## config.mk

```make
export PLATFORM = sky130hd
export DESIGN_NAME = hawk_cpu_addr_xlat
export DESIGN_NICKNAME = d
export VERILOG_FILES = /design/src/rtl/hacd_pkg.sv /design/src/rtl/hawk_xlat_cache1.sv /design/src/rtl/hawk_cpu_addr_xlat.sv
export SDC_FILE = /design/constraint.sdc
export NUM_CORES = 1
export LEC_CHECK = 0
export CORE_MARGIN = 4
export CORE_UTILIZATION = 51
export DETAILED_ROUTE_END_ITERATION = 10
export GPL_ROUTABILITY_DRIVEN = 0
export PLACE_DENSITY = 0.83
export SYNTH_ARGS = -nofsm -noshare
export SYNTH_HDL_FRONTEND = slang
export SYNTH_HIERARCHICAL = 1
export SYNTH_SLANG_ARGS = --single-unit
```

## constraint.sdc

```tcl
create_clock -name clk_i -period 3.18 [get_ports clk_i]
set_input_delay 0.318 -clock clk_i [delete_from_list [all_inputs] [get_ports clk_i]]
set_output_delay 0.318 -clock clk_i [all_outputs]
set_load 0.05 [all_outputs]
```

## src/rtl/hacd_pkg.sv

```systemverilog
// Shared types and constants for the HAWK CPU address-translation path.
// Address and ID widths default the per-channel gates to the system AXI bus.
package hacd_pkg;

  localparam int HACD_AXI4_ADDR_WIDTH = 32;
  localparam int HACD_AXI4_ID_WIDTH   = 4;
  localparam int PG_OFF_W             = 12;
  localparam int HACD_PPA_W           = HACD_AXI4_ADDR_WIDTH - PG_OFF_W;

  typedef struct packed {
    logic                  valid;
    logic [HACD_PPA_W-1:0] hppa;
    logic                  zeroBlkWr;
  } cpu_reqpkt_t;

  typedef struct packed {
    logic [HACD_PPA_W-1:0] ppa;
    logic                  allow_access;
  } hawk_cpu_ovrd_pkt_t;

  typedef enum logic [1:0] {
    IDLE,
    LOOKUP,
    ISSUE
  } xlat_state_e;

endpackage

```

## src/rtl/hawk_xlat_cache1.sv

```systemverilog
// Single-entry hppa->ppa translation register with fill, flush and a combinational hit.
// Flush has priority over fill so an ATT update can never be overwritten by a stale grant.
module hawk_xlat_cache1 #(
  parameter int PN_W = 20
) (
  input  logic            clk_i,
  input  logic            rst_ni,
  input  logic            fill_i,
  input  logic [PN_W-1:0] fill_hppa_i,
  input  logic [PN_W-1:0] fill_ppa_i,
  input  logic            flush_i,
  input  logic [PN_W-1:0] lookup_hppa_i,
  output logic            hit_o,
  output logic [PN_W-1:0] ppa_o
);

  logic            vld_q;
  logic [PN_W-1:0] hppa_q;
  logic [PN_W-1:0] ppa_q;

  always_ff @(posedge clk_i) begin
    if (!rst_ni) begin
      vld_q  <= 1'b0;
      hppa_q <= '0;
      ppa_q  <= '0;
    end else if (flush_i) begin
      vld_q <= 1'b0;
    end else if (fill_i) begin
      vld_q  <= 1'b1;
      hppa_q <= fill_hppa_i;
      ppa_q  <= fill_ppa_i;
    end
  end

  assign hit_o = vld_q && (hppa_q == lookup_hppa_i);
  assign ppa_o = ppa_q;

endmodule

```

## src/rtl/hawk_cpu_addr_xlat.sv

```systemverilog
// Per-channel CPU address gate: holds one AXI address beat, obtains its PPA from the
// control unit (or the last-translation register) and issues the translated beat downstream.
module hawk_cpu_addr_xlat
  import hacd_pkg::*;
#(
  parameter int ADDR_W = HACD_AXI4_ADDR_WIDTH,
  parameter int ID_W   = HACD_AXI4_ID_WIDTH,
  parameter bit IS_WR  = 1'b0
) (
  input  logic               clk_i,
  input  logic               rst_ni,
  input  logic               s_valid,
  output logic               s_ready,
  input  logic [ADDR_W-1:0]  s_addr,
  input  logic [ID_W-1:0]    s_id,
  input  logic [7:0]         s_len,
  input  logic               s_zero_blk,
  output logic               m_valid,
  input  logic               m_ready,
  output logic [ADDR_W-1:0]  m_addr,
  output logic [ID_W-1:0]    m_id,
  output logic [7:0]         m_len,
  output cpu_reqpkt_t        cpu_reqpkt,
  input  hawk_cpu_ovrd_pkt_t ovrd_pkt,
  input  logic               xlat_flush,
  output logic               busy
);

  localparam int PN_W = ADDR_W - PG_OFF_W;

  xlat_state_e       state_q, state_d;
  logic              sReady_q, sReady_d;
  logic              mValid_q, mValid_d;
  logic              reqValid_q, reqValid_d;
  logic [ADDR_W-1:0] addr_q, addr_d;
  logic [ID_W-1:0]   id_q, id_d;
  logic [7:0]        len_q, len_d;
  logic              zeroBlk_q, zeroBlk_d;
  logic [PN_W-1:0]   ppa_q, ppa_d;

  logic              zeroIn;
  logic              cacheHit;
  logic [PN_W-1:0]   cachePpa;
  logic              cacheFill;

  assign zeroIn = IS_WR ? s_zero_blk : 1'b0;

  hawk_xlat_cache1 #(
    .PN_W(PN_W)
  ) u_cache (
    .clk_i         (clk_i),
    .rst_ni        (rst_ni),
    .fill_i        (cacheFill),
    .fill_hppa_i   (addr_q[ADDR_W-1:PG_OFF_W]),
    .fill_ppa_i    (ovrd_pkt.ppa),
    .flush_i       (xlat_flush),
    .lookup_hppa_i (s_addr[ADDR_W-1:PG_OFF_W]),
    .hit_o         (cacheHit),
    .ppa_o         (cachePpa)
  );

  // Zero-block writes and same-cycle flushes always go to the control unit.
  always_comb begin
    state_d    = state_q;
    sReady_d   = sReady_q;
    mValid_d   = mValid_q;
    reqValid_d = reqValid_q;
    addr_d     = addr_q;
    id_d       = id_q;
    len_d      = len_q;
    zeroBlk_d  = zeroBlk_q;
    ppa_d      = ppa_q;
    cacheFill  = 1'b0;
    case (state_q)
      IDLE: begin
        sReady_d = 1'b1;
        if (s_valid && sReady_q) begin
          addr_d    = s_addr;
          id_d      = s_id;
          len_d     = s_len;
          zeroBlk_d = zeroIn;
          sReady_d  = 1'b0;
          if (cacheHit && !zeroIn && !xlat_flush) begin
            ppa_d    = cachePpa;
            mValid_d = 1'b1;
            state_d  = ISSUE;
          end else begin
            reqValid_d = 1'b1;
            state_d    = LOOKUP;
          end
        end
      end
      LOOKUP: begin
        if (ovrd_pkt.allow_access) begin
          ppa_d      = ovrd_pkt.ppa;
          reqValid_d = 1'b0;
          mValid_d   = 1'b1;
          cacheFill  = !xlat_flush;
          state_d    = ISSUE;
        end
      end
      ISSUE: begin
        if (m_ready) begin
          mValid_d = 1'b0;
          sReady_d = 1'b1;
          state_d  = IDLE;
        end
      end
      default: begin
        state_d    = IDLE;
        sReady_d   = 1'b0;
        mValid_d   = 1'b0;
        reqValid_d = 1'b0;
      end
    endcase
  end

  always_ff @(posedge clk_i) begin
    if (!rst_ni) begin
      state_q    <= IDLE;
      sReady_q   <= 1'b0;
      mValid_q   <= 1'b0;
      reqValid_q <= 1'b0;
      addr_q     <= '0;
      id_q       <= '0;
      len_q      <= '0;
      zeroBlk_q  <= 1'b0;
      ppa_q      <= '0;
    end else begin
      state_q    <= state_d;
      sReady_q   <= sReady_d;
      mValid_q   <= mValid_d;
      reqValid_q <= reqValid_d;
      addr_q     <= addr_d;
      id_q       <= id_d;
      len_q      <= len_d;
      zeroBlk_q  <= zeroBlk_d;
      ppa_q      <= ppa_d;
    end
  end

  assign s_ready    = sReady_q;
  assign m_valid    = mValid_q;
  assign m_addr     = {ppa_q, addr_q[PG_OFF_W-1:0]};
  assign m_id       = id_q;
  assign m_len      = len_q;
  assign cpu_reqpkt = {reqValid_q, addr_q[ADDR_W-1:PG_OFF_W], zeroBlk_q};
  assign busy       = (state_q != IDLE);

endmodule

```

==> flow_metrics.env, run 1 <==
export IMPL_finalCriticalPeriod_ns=2.34
export IMPL_async_flop_share_pct=0
export IMPL_clk_pin_slew_ns=0.10
export IMPL_syn_inst=520
export IMPL_dieArea_sq_um=10700
export IMPL_htree_levels=3
export IMPL_fp_dieH_um=104
export IMPL_synth_flop_cell="dfxtp_1"
export IMPL_endpoint_kind="register"
export IMPL_tightestPinTransition_ns=0.851
export IMPL_fin_crit_sh_pct=73.4
export IMPL_cp_max_fo=42
export IMPL_combPwrFrac_pct=19.6
export IMPL_path_class="input pin to register"
export IMPL_io_buffers=137
export IMPL_switching_share_pct=28.7
export IMPL_ys_seq_elements=110
export IMPL_drtIter0Drc=182
export IMPL_synth_cell_area_sq_um=4660
export IMPL_final_seq_area_sq_um=2200
export IMPL_final_common_cell="nand2_1"
export IMPL_intPower_w=0.00206
export IMPL_synth_nets=591
export IMPL_clkPwrFrac_pct=29.8
export IMPL_routed_via_density=5.18
export IMPL_syn_to_final_growth_pct=33.0
export IMPL_core_area_sq_um=8810
export IMPL_mostFrequentLayoutCells="191 x nand2_1, 136 x clkdlybuf4s50_1, 110 x dfxtp_1"
export IMPL_cts_sinks=110
export IMPL_instances_no_fill=751
export IMPL_required_ns=3.44
export IMPL_setup_slack_ns=0.844
export IMPL_tritoncts="done"
export IMPL_nets=709
export IMPL_multi_input_area_sq_um=2200
export IMPL_diodes=0
export IMPL_initial_core_util_pct=52.9
export IMPL_maxCapViolCount=0
export IMPL_ant_nets=0
export IMPL_drive_above_1_share_pct=5.13
export IMPL_cellLeakagePower_nw=2.39
export IMPL_dpl_cell_count=735
export IMPL_synth_cell_types=34
export IMPL_report_final_slew_viol_count=0
export IMPL_cts_setup_buffers=0
export IMPL_total_power_w=0.00289
export IMPL_antenna_found_initial=0
export IMPL_grt_first_pass_wirelength_um=18700
export IMPL_grt_overflow=0
export IMPL_dp_hpwl_um=8160
export IMPL_synth_edf_count=0
export IMPL_ctsResizeCount=0
export IMPL_vias=3890
export IMPL_ys_seq_area_share_pct=47.3
export IMPL_clk_latency_ns=0.37
export IMPL_status="finished, final reports clean"
export IMPL_grt_usage_pct=21.1
export IMPL_setup_violations=0
export IMPL_dr_pass1_iters=4
export IMPL_hold_violations=0
export IMPL_fill_cells=686
export IMPL_dp_worst_setup_slack_ns=0.465
export IMPL_route_detailed_drc=0
export IMPL_cts_inserted_buffers=9
export IMPL_crit_path_start_kind="input pin"
export IMPL_grt_pass1_vias=3937
export IMPL_power_density_nw_per_um2=466
export IMPL_clockRootBuffer="clkbuf_8"
export IMPL_min_path_type="register to register"
export IMPL_clockBufferDepth=2
export IMPL_max_freq_ghz=0.428
export IMPL_ctsHoldBuffers=0
export IMPL_tns_ns=0
export IMPL_p_seq_share_pct=50.5
export IMPL_wl_per_cell_um=15.0
export IMPL_die_w_um=104
export IMPL_rows=34
export IMPL_ys_warn_count=6
export IMPL_grt_max_degree=50
export IMPL_clock_skew_ns=0.0154
export IMPL_peakVddDrop_mv=0.285
export IMPL_rsz0062_at_grt="false"
export IMPL_wl_um=11300
export IMPL_p_sw_w=0.000829
export IMPL_cp_arrival_ns=2.60
export IMPL_slew_headroom_pct=43.2
export IMPL_avgSynthCellArea_sq_um=8.96
export IMPL_ios=140
==> layer usage <==
layer | GRT usage (%) | vias to the layer above | share of wire [%]
li1 | - | 1948 | -
met1 | 24.9 | 1810 | 42
met2 | 36.2 | 106 | 49
met3 | 6.22 | 26 | 5.7
met4 | 7.88 | 0 | 2.7
met5 | 0 | - | 0
==> kinds of logic (layout without fill, tap and decap cells) <==
| kind of cell | after synthesis | in the layout | share of synthesized area [%] |
|---|---|---|---|
| simple gates | 212 | 212 | 18.8 |
| xor+xnor | 20 | 20 | 3.76 |
| mux | 20 | 20 | 4.30 |
| other cells | 1 | 1 | 0.0805 |
| compound gates | 116 | 116 | 20.0 |
| flops | 110 | 110 | 47.3 |
| buf+inv | 41 | 164 | 5.78 |
==> worst max-delay path: stages <==
cell and delay, ns:
clkdlybuf4s50_1 0.44, xor2_1 0.17, nor4_1 0.27, nand4_1 0.17, nor4_2 0.24, nand2b_1 0.19, a221oi_4 0.31, buf_12 0.24
nand2_1 0.09, o211a_1 0.13
==> flip-flops by register name, summed over array words and instances, names as in the netlist <==
register and count:
u_cache/hppa_q 20, u_cache/ppa_o 20, m_valid 1, state_q 2
m_id 4, u_cache/vld_q 1, s_ready 1, ppa_q 20
reqValid_q 1, addr_q 32, m_len 8
==> power groups by stage <==
| stage | combinational [W] | sequential, W | clock, W |
|---|---|---|---|
| global placement | 0.000560 | 0.00149 | 0 |
| detailed placement | 0.000569 | 0.00149 | 0 |
| CTS | 0.000571 | 0.00146 | 0.000883 |
| global route | 0.000603 | 0.00147 | 0.000936 |
| finish | 0.000567 | 0.00146 | 0.000863 |
| floorplan | 0.000207 | 0.00164 | 0 |
==> path summary, 6_finish.rpt <==
path / start / end / slack, ns / cells past startpoint
min reg2reg: m_len[7] / m_len[7] / 0.46 / 2
max: s_addr[28] / ppa_q[10] / 0.84 / 10
min: m_len[7] / m_len[7] / 0.46 / 2
max reg2reg: u_cache/hppa_q[16] / ppa_q[10] / 0.92 / 9
==> Yosys cell counts (4+ instances only) <==
master	number	area, sq um
a21boi_0	39	293
a21boi_1	46	345
buf_2	11	55.1
buf_4	5	37.5
buf_6	11	124
clkbuf_1	12	45.0
dfxtp_1	110	2200
mux2i_1	20	200
nand2_1	191	717
nor2b_1	4	25.0
o211a_1	20	200
xnor2_1	12	105
xor2_1	8	70.1
==> metrics by stage <==
step | hold WS [ns] | util, % | cell area (sq um)
after global routing | 0.474 | 70.4 | 6200
after CTS | 0.458 | 70.4 | 6200
after floorplan | 0.394 | - | 4660
after global placement | 0.441 | 68.0 | 5990
final | 0.457 | 70.4 | 6200
after detailed placement | 0.445 | 68.0 | 5990
==> final cells by class <==
cell class | instances | area share (%)
repair buffers | 146 | 23.3
multi-input cells | 369 | 35.5
flip-flops and latches | 110 | 35.5
clock inverters | 5 | 1.05
inverters | 2 | 0.121
clock buffers | 11 | 2.28
well taps | 108 | 2.18
Note: power is estimated with default switching activity, not from simulation.
==> run 2, diff against run 1 <==
--- a/config.mk
+++ b/config.mk
@@ -6,10 +6,10 @@
 export NUM_CORES = 1
 export LEC_CHECK = 0
 export CORE_MARGIN = 4
-export CORE_UTILIZATION = 51
+export CORE_UTILIZATION = 42
 export DETAILED_ROUTE_END_ITERATION = 10
 export GPL_ROUTABILITY_DRIVEN = 0
-export PLACE_DENSITY = 0.83
+export PLACE_DENSITY = 0.73
 export SYNTH_ARGS = -nofsm -noshare
 export SYNTH_HDL_FRONTEND = slang
 export SYNTH_HIERARCHICAL = 1
==> constraint.sdc (replaced) <==
create_clock -name clk_i -period 1.9 [get_ports clk_i]
set_input_delay 0.19 -clock clk_i [delete_from_list [all_inputs] [get_ports clk_i]]
set_output_delay 0.19 -clock clk_i [all_outputs]
set_load 0.05 [all_outputs]
==> flow_metrics.env, run 2 (synthesis gave the netlist of run 1 again) <==
export IMPL_grt_usage_pct=18.1
export IMPL_ctsHoldBuffers=0
export IMPL_power_density_nw_per_um2=741
export IMPL_dp_hpwl_um=7860
export IMPL_grt_max_degree=111
export IMPL_fp_dieH_um=113
export IMPL_slew_headroom_pct=63.5
export IMPL_wl_um=11800
export IMPL_critPathLaunch="u_cache/hppa_q[10]"
export IMPL_maxCapViolCount=0
export IMPL_hold_violations=0
export IMPL_route_detailed_drc=0
export IMPL_min_from="s_addr[7]"
export IMPL_drive_above_1_share_pct=7.40
export IMPL_largest_register="addr_q"
export IMPL_grt_pass1_vias=3907
export IMPL_tritoncts="done"
export IMPL_clk_pin_slew_ns=0.11
export IMPL_tightestPinTransition_ns=0.546
export IMPL_violations="negative setup slack"
export IMPL_io_buffers=137
export IMPL_min_path_type="input pin to register"
export IMPL_cp_cell_sequence="xor2_1, nor4_2, nand3_1, nor4_2, nand2b_1, a221oi_4, buf_6, clkbuf_16, nand2_1, o211a_1"
export IMPL_cts_inserted_buffers=9
export IMPL_dr_pass1_iters=4
export IMPL_drtIter0Drc=247
export IMPL_clockRootBuffer="clkbuf_8"
export IMPL_cellLeakagePower_nw=2.45
export IMPL_whs_path_depth=3
export IMPL_setup_violations=22
export IMPL_final_common_cell="nand2_1"
export IMPL_initial_core_util_pct=43.0
export IMPL_slowest_stage="dfxtp_2"
export IMPL_path_class="register to register"
export IMPL_rows=38
export IMPL_ios=140
export IMPL_dp_worst_setup_slack_ns=-0.676
export IMPL_dieArea_sq_um=12800
export IMPL_htree_levels=3
export IMPL_setup_slack_ns=-0.245
export IMPL_tns_ns=-5.07
export IMPL_worstReg2RegStart="u_cache/hppa_q[10]"
export IMPL_wl_per_cell_um=15.0
export IMPL_rsz0062_at_grt="true"
export IMPL_nets=716
export IMPL_grt_overflow=0
export IMPL_die_w_um=113
export IMPL_clockBufferDepth=2
export IMPL_cp_max_fo=10
export IMPL_post_route_util_pct=58.9
export IMPL_cts_sinks=110
export IMPL_report_final_slew_viol_count=0
export IMPL_syn_to_final_growth_pct=37.1
export IMPL_cp_arrival_ns=2.40
export IMPL_status="finished, violations left"
export IMPL_reg2reg_to="ppa_q[18]"
export IMPL_cp_common_cell="nor4_2"
export IMPL_cpPeakStageDelay_ns=0.34
export IMPL_core_area_sq_um=10800
export IMPL_grt_first_pass_wirelength_um=19100
export IMPL_ant_nets=0
export IMPL_crit_path_start_kind="register"
export IMPL_clock_skew_ns=0.0186
export IMPL_endpoint_kind="register"
export IMPL_finalCriticalPeriod_ns=2.14
export IMPL_vias=3919
export IMPL_clk_latency_ns=0.36
export IMPL_required_ns=2.16
export IMPL_diodes=0
export IMPL_antenna_found_initial=0
export IMPL_r2r_setup_slack_ns=-0.24
export IMPL_fin_crit_sh_pct=113
export IMPL_ff2ff_path_depth=10
export IMPL_mostFrequentLayoutCells="190 x nand2_1, 135 x clkdlybuf4s50_1, 106 x dfxtp_1"
export IMPL_max_freq_ghz=0.466
export IMPL_routed_via_density=4.97
export IMPL_largest_reg_flops=32
export IMPL_hold_path_endpoint="addr_q[7]"
export IMPL_fill_cells=975
export IMPL_peakVddDrop_mv=0.413
run 2: timing repair:
item,in CTS,in global routing
setup buffers,2,1
gates resized for setup,5,5
pin swaps,4,4
cloned,1,1
endpoints found under the hold margin,0,0
setup endpoints to repair,22,24
run 2: routing by layer:
layer	global-route usage [%]	share of wire, %
met3	3.21	4.7
met1	23.6	47
met5	0	0
met2	30.7	47
met4	5.61	1.4
run 2: per-stage QoR:
stage / std cells / hold slack, ns / instance area [sq um] / power (W)
2_1_floorplan: 520 / 0.266 / 4660 / 0.00309
3_3_place_gp: 770 / 0.440 / 6130 / 0.00346
3_5_place_dp: 770 / 0.447 / 6130 / 0.00348
4_1_cts: 788 / 0.352 / 6360 / 0.00480
5_1_grt: 789 / 0.348 / 6390 / 0.00495
6_report: 789 / 0.371 / 6390 / 0.00473
run 2: worst max path at each step:
| stage | end | slack [ns] |
|---|---|---|
| 2_1_floorplan | ppa_q[11] | -0.09 |
| 3_3_place_gp | ppa_q[12] | -0.62 |
| 3_5_place_dp | ppa_q[13] | -0.68 |
| 4_1_cts | ppa_q[1] | -0.25 |
| 5_1_grt | ppa_q[7] | -0.42 |
| 6_report | ppa_q[18] | -0.24 |
run 2: layout make-up:
| class | instances | area, sq um | area share [%] |
|---|---|---|---|
| clock buffers | 10 | 138 | 2.16 |
| clock inverters | 5 | 42.5 | 0.666 |
| inverters | 2 | 7.51 | 0.118 |
| multi-input cells | 369 | 2210 | 34.6 |
| flip-flops and latches | 110 | 2210 | 34.6 |
| well taps | 140 | 175 | 2.74 |
| repair buffers | 153 | 1600 | 25.1 |
run 2: power breakdown:
part / total [W] / switching (W) / internal (W)
Combinational: 0.000985 / 0.000561 / 0.000424
Sequential: 0.00245 / 0.0000577 / 0.00239
Clock: 0.00130 / 0.000778 / 0.000521
Total: 0.00473 / 0.00140 / 0.00333
run 2: critical path: cells and delay by family (launching register included):
family,cells,cell delay [ns]
flip-flops,1,0.34
XOR/XNOR,1,0.15
AO/OA/AOI/OAI,2,0.39
AND/OR/NAND/NOR,5,0.83
buffers and inverters,2,0.32
==> run 3, diff against run 2 <==
--- a/config.mk
+++ b/config.mk
@@ -10,6 +10,7 @@
 export DETAILED_ROUTE_END_ITERATION = 10
 export GPL_ROUTABILITY_DRIVEN = 0
 export PLACE_DENSITY = 0.73
+export SKIP_CTS_REPAIR_TIMING = 1
 export SYNTH_ARGS = -nofsm -noshare
 export SYNTH_HDL_FRONTEND = slang
 export SYNTH_HIERARCHICAL = 1
==> flow_metrics.env, run 3 (synthesis gave the netlist of run 1 again) <==
export IMPL_final_common_cell="nand2_1"
export IMPL_tritoncts="done"
export IMPL_clock_skew_ns=0.0185
export IMPL_hold_violations=0
export IMPL_critPathLaunch="u_cache/hppa_q[10]"
export IMPL_ant_nets=0
export IMPL_reg2reg_to="ppa_q[19]"
export IMPL_dieArea_sq_um=12800
export IMPL_largest_reg_flops=32
export IMPL_maxCapViolCount=0
export IMPL_report_final_slew_viol_count=0
export IMPL_finalCriticalPeriod_ns=2.11
export IMPL_dpl_cell_count=770
export IMPL_routed_via_density=4.97
export IMPL_instances_no_fill=789
export IMPL_wl_per_cell_um=14.8
export IMPL_path_class="register to register"
export IMPL_crit_path_start_kind="register"
export IMPL_die_w_um=113
export IMPL_tns_ns=-4.26
export IMPL_cpPeakStageDelay_ns=0.34
export IMPL_grt_usage_pct=17.7
export IMPL_power_density_nw_per_um2=740
export IMPL_dp_worst_setup_slack_ns=-0.676
export IMPL_peakVddDrop_mv=0.416
export IMPL_cp_max_fo=10
export IMPL_slowest_stage="dfxtp_2"
export IMPL_initial_core_util_pct=43.0
export IMPL_cp_cell_sequence="xor2_1, nor4_2, nand3_1, nor4_2, nand2b_1, a221oi_4, buf_6, clkbuf_16, nand2_1, o211a_1"
export IMPL_clockRootBuffer="clkbuf_8"
export IMPL_grt_pass1_vias=3860
export IMPL_min_path_type="input pin to register"
export IMPL_ios=140
export IMPL_fin_crit_sh_pct=111
export IMPL_tightestPinTransition_ns=0.544
export IMPL_htree_levels=3
export IMPL_cp_arrival_ns=2.37
export IMPL_violations="negative setup slack"
export IMPL_dr_pass1_iters=4
export IMPL_clk_latency_ns=0.36
export IMPL_cellLeakagePower_nw=2.45
export IMPL_status="finished, violations left"
export IMPL_endpoint="ppa_q[19]"
export IMPL_route_detailed_drc=0
export IMPL_ff2ff_path_depth=10
export IMPL_worstReg2RegStart="u_cache/hppa_q[10]"
export IMPL_vias=3922
export IMPL_cts_sinks=110
export IMPL_slew_headroom_pct=63.6
export IMPL_grt_first_pass_wirelength_um=18700
export IMPL_grt_max_degree=111
export IMPL_whs_path_depth=3
export IMPL_fp_dieH_um=113
export IMPL_setup_violations=22
export IMPL_core_area_sq_um=10800
export IMPL_clockBufferDepth=2
export IMPL_setup_slack_ns=-0.211
export IMPL_syn_to_final_growth_pct=37.2
export IMPL_clk_pin_slew_ns=0.11
export IMPL_rows=38
export IMPL_required_ns=2.16
export IMPL_max_freq_ghz=0.474
export IMPL_cts_inserted_buffers=9
export IMPL_dp_hpwl_um=7860
export IMPL_wl_um=11700
export IMPL_rsz0062_at_grt="true"
export IMPL_drtIter0Drc=219
export IMPL_cp_common_cell="nor4_2"
export IMPL_grt_overflow=0
export IMPL_largest_register="addr_q"
export IMPL_mostFrequentLayoutCells="191 x nand2_1, 135 x clkdlybuf4s50_1, 107 x dfxtp_1"
export IMPL_diodes=0
export IMPL_nets=716
export IMPL_r2r_setup_slack_ns=-0.21
export IMPL_endpoint_kind="register"
export IMPL_antenna_found_initial=0
export IMPL_io_buffers=137
export IMPL_drive_above_1_share_pct=7.09
run 3: how the worst min path moves through the flow:
stage	start	endpoint	slack (ns)
global placement	u_cache/ppa_o[19]	u_cache/ppa_o[19]	0.44
global route	s_id[3]	m_id[3]	0.35
detailed placement	addr_q[10]	addr_q[10]	0.45
CTS	s_id[3]	m_id[3]	0.35
floorplan	xlat_flush	u_cache/vld_q	0.27
finish	rst_ni	addr_q[5]	0.36
run 3: per-layer routing:
layer	GRT usage [%]	share of wire [%]	vias to the layer above	wire length, um
met3	3.26	4.4	12	509
met5	0	0	-	0
met2	29.8	47	98	5540
met4	5.69	1.6	0	185
met1	23.0	47	1852	5470
li1	-	-	1960	-
run 3: report_power, final:
part           leakage [nW]  switching, W  internal [W]
Clock                0.0893      0.000774      0.000521
Combinational          1.47      0.000561      0.000426
Sequential            0.893     0.0000575       0.00239
run 3: critical path, delay by kind of cell, from the launching register on:
family / cells / cell delay [ns]
flip-flops: 1 / 0.34
AO/OA/AOI/OAI: 2 / 0.36
XOR/XNOR: 1 / 0.15
AND/OR/NAND/NOR: 5 / 0.83
buffers and inverters: 2 / 0.31
run 3: final cells by class:
| cell class | instances | area [sq um] |
|---|---|---|
| fill | 969 | 4450 |
| tap | 140 | 175 |
| clock buffer | 10 | 138 |
| clock inverter | 5 | 42.5 |
| timing repair buffer | 153 | 1610 |
| sequential | 110 | 2210 |
| multi-input combinational | 369 | 2210 |
| inverter | 2 | 7.51 |
run 3: per-stage QoR:
step | power [W] | utilization, % | hold slack (ns) | instance area [sq um]
after floorplan | 0.00309 | - | 0.266 | 4660
after global placement | 0.00346 | 56.5 | 0.440 | 6130
after detailed placement | 0.00348 | 56.5 | 0.447 | 6130
after CTS | 0.00478 | 58.2 | 0.352 | 6310
after global routing | 0.00494 | 58.9 | 0.348 | 6390
final | 0.00473 | 58.9 | 0.365 | 6390
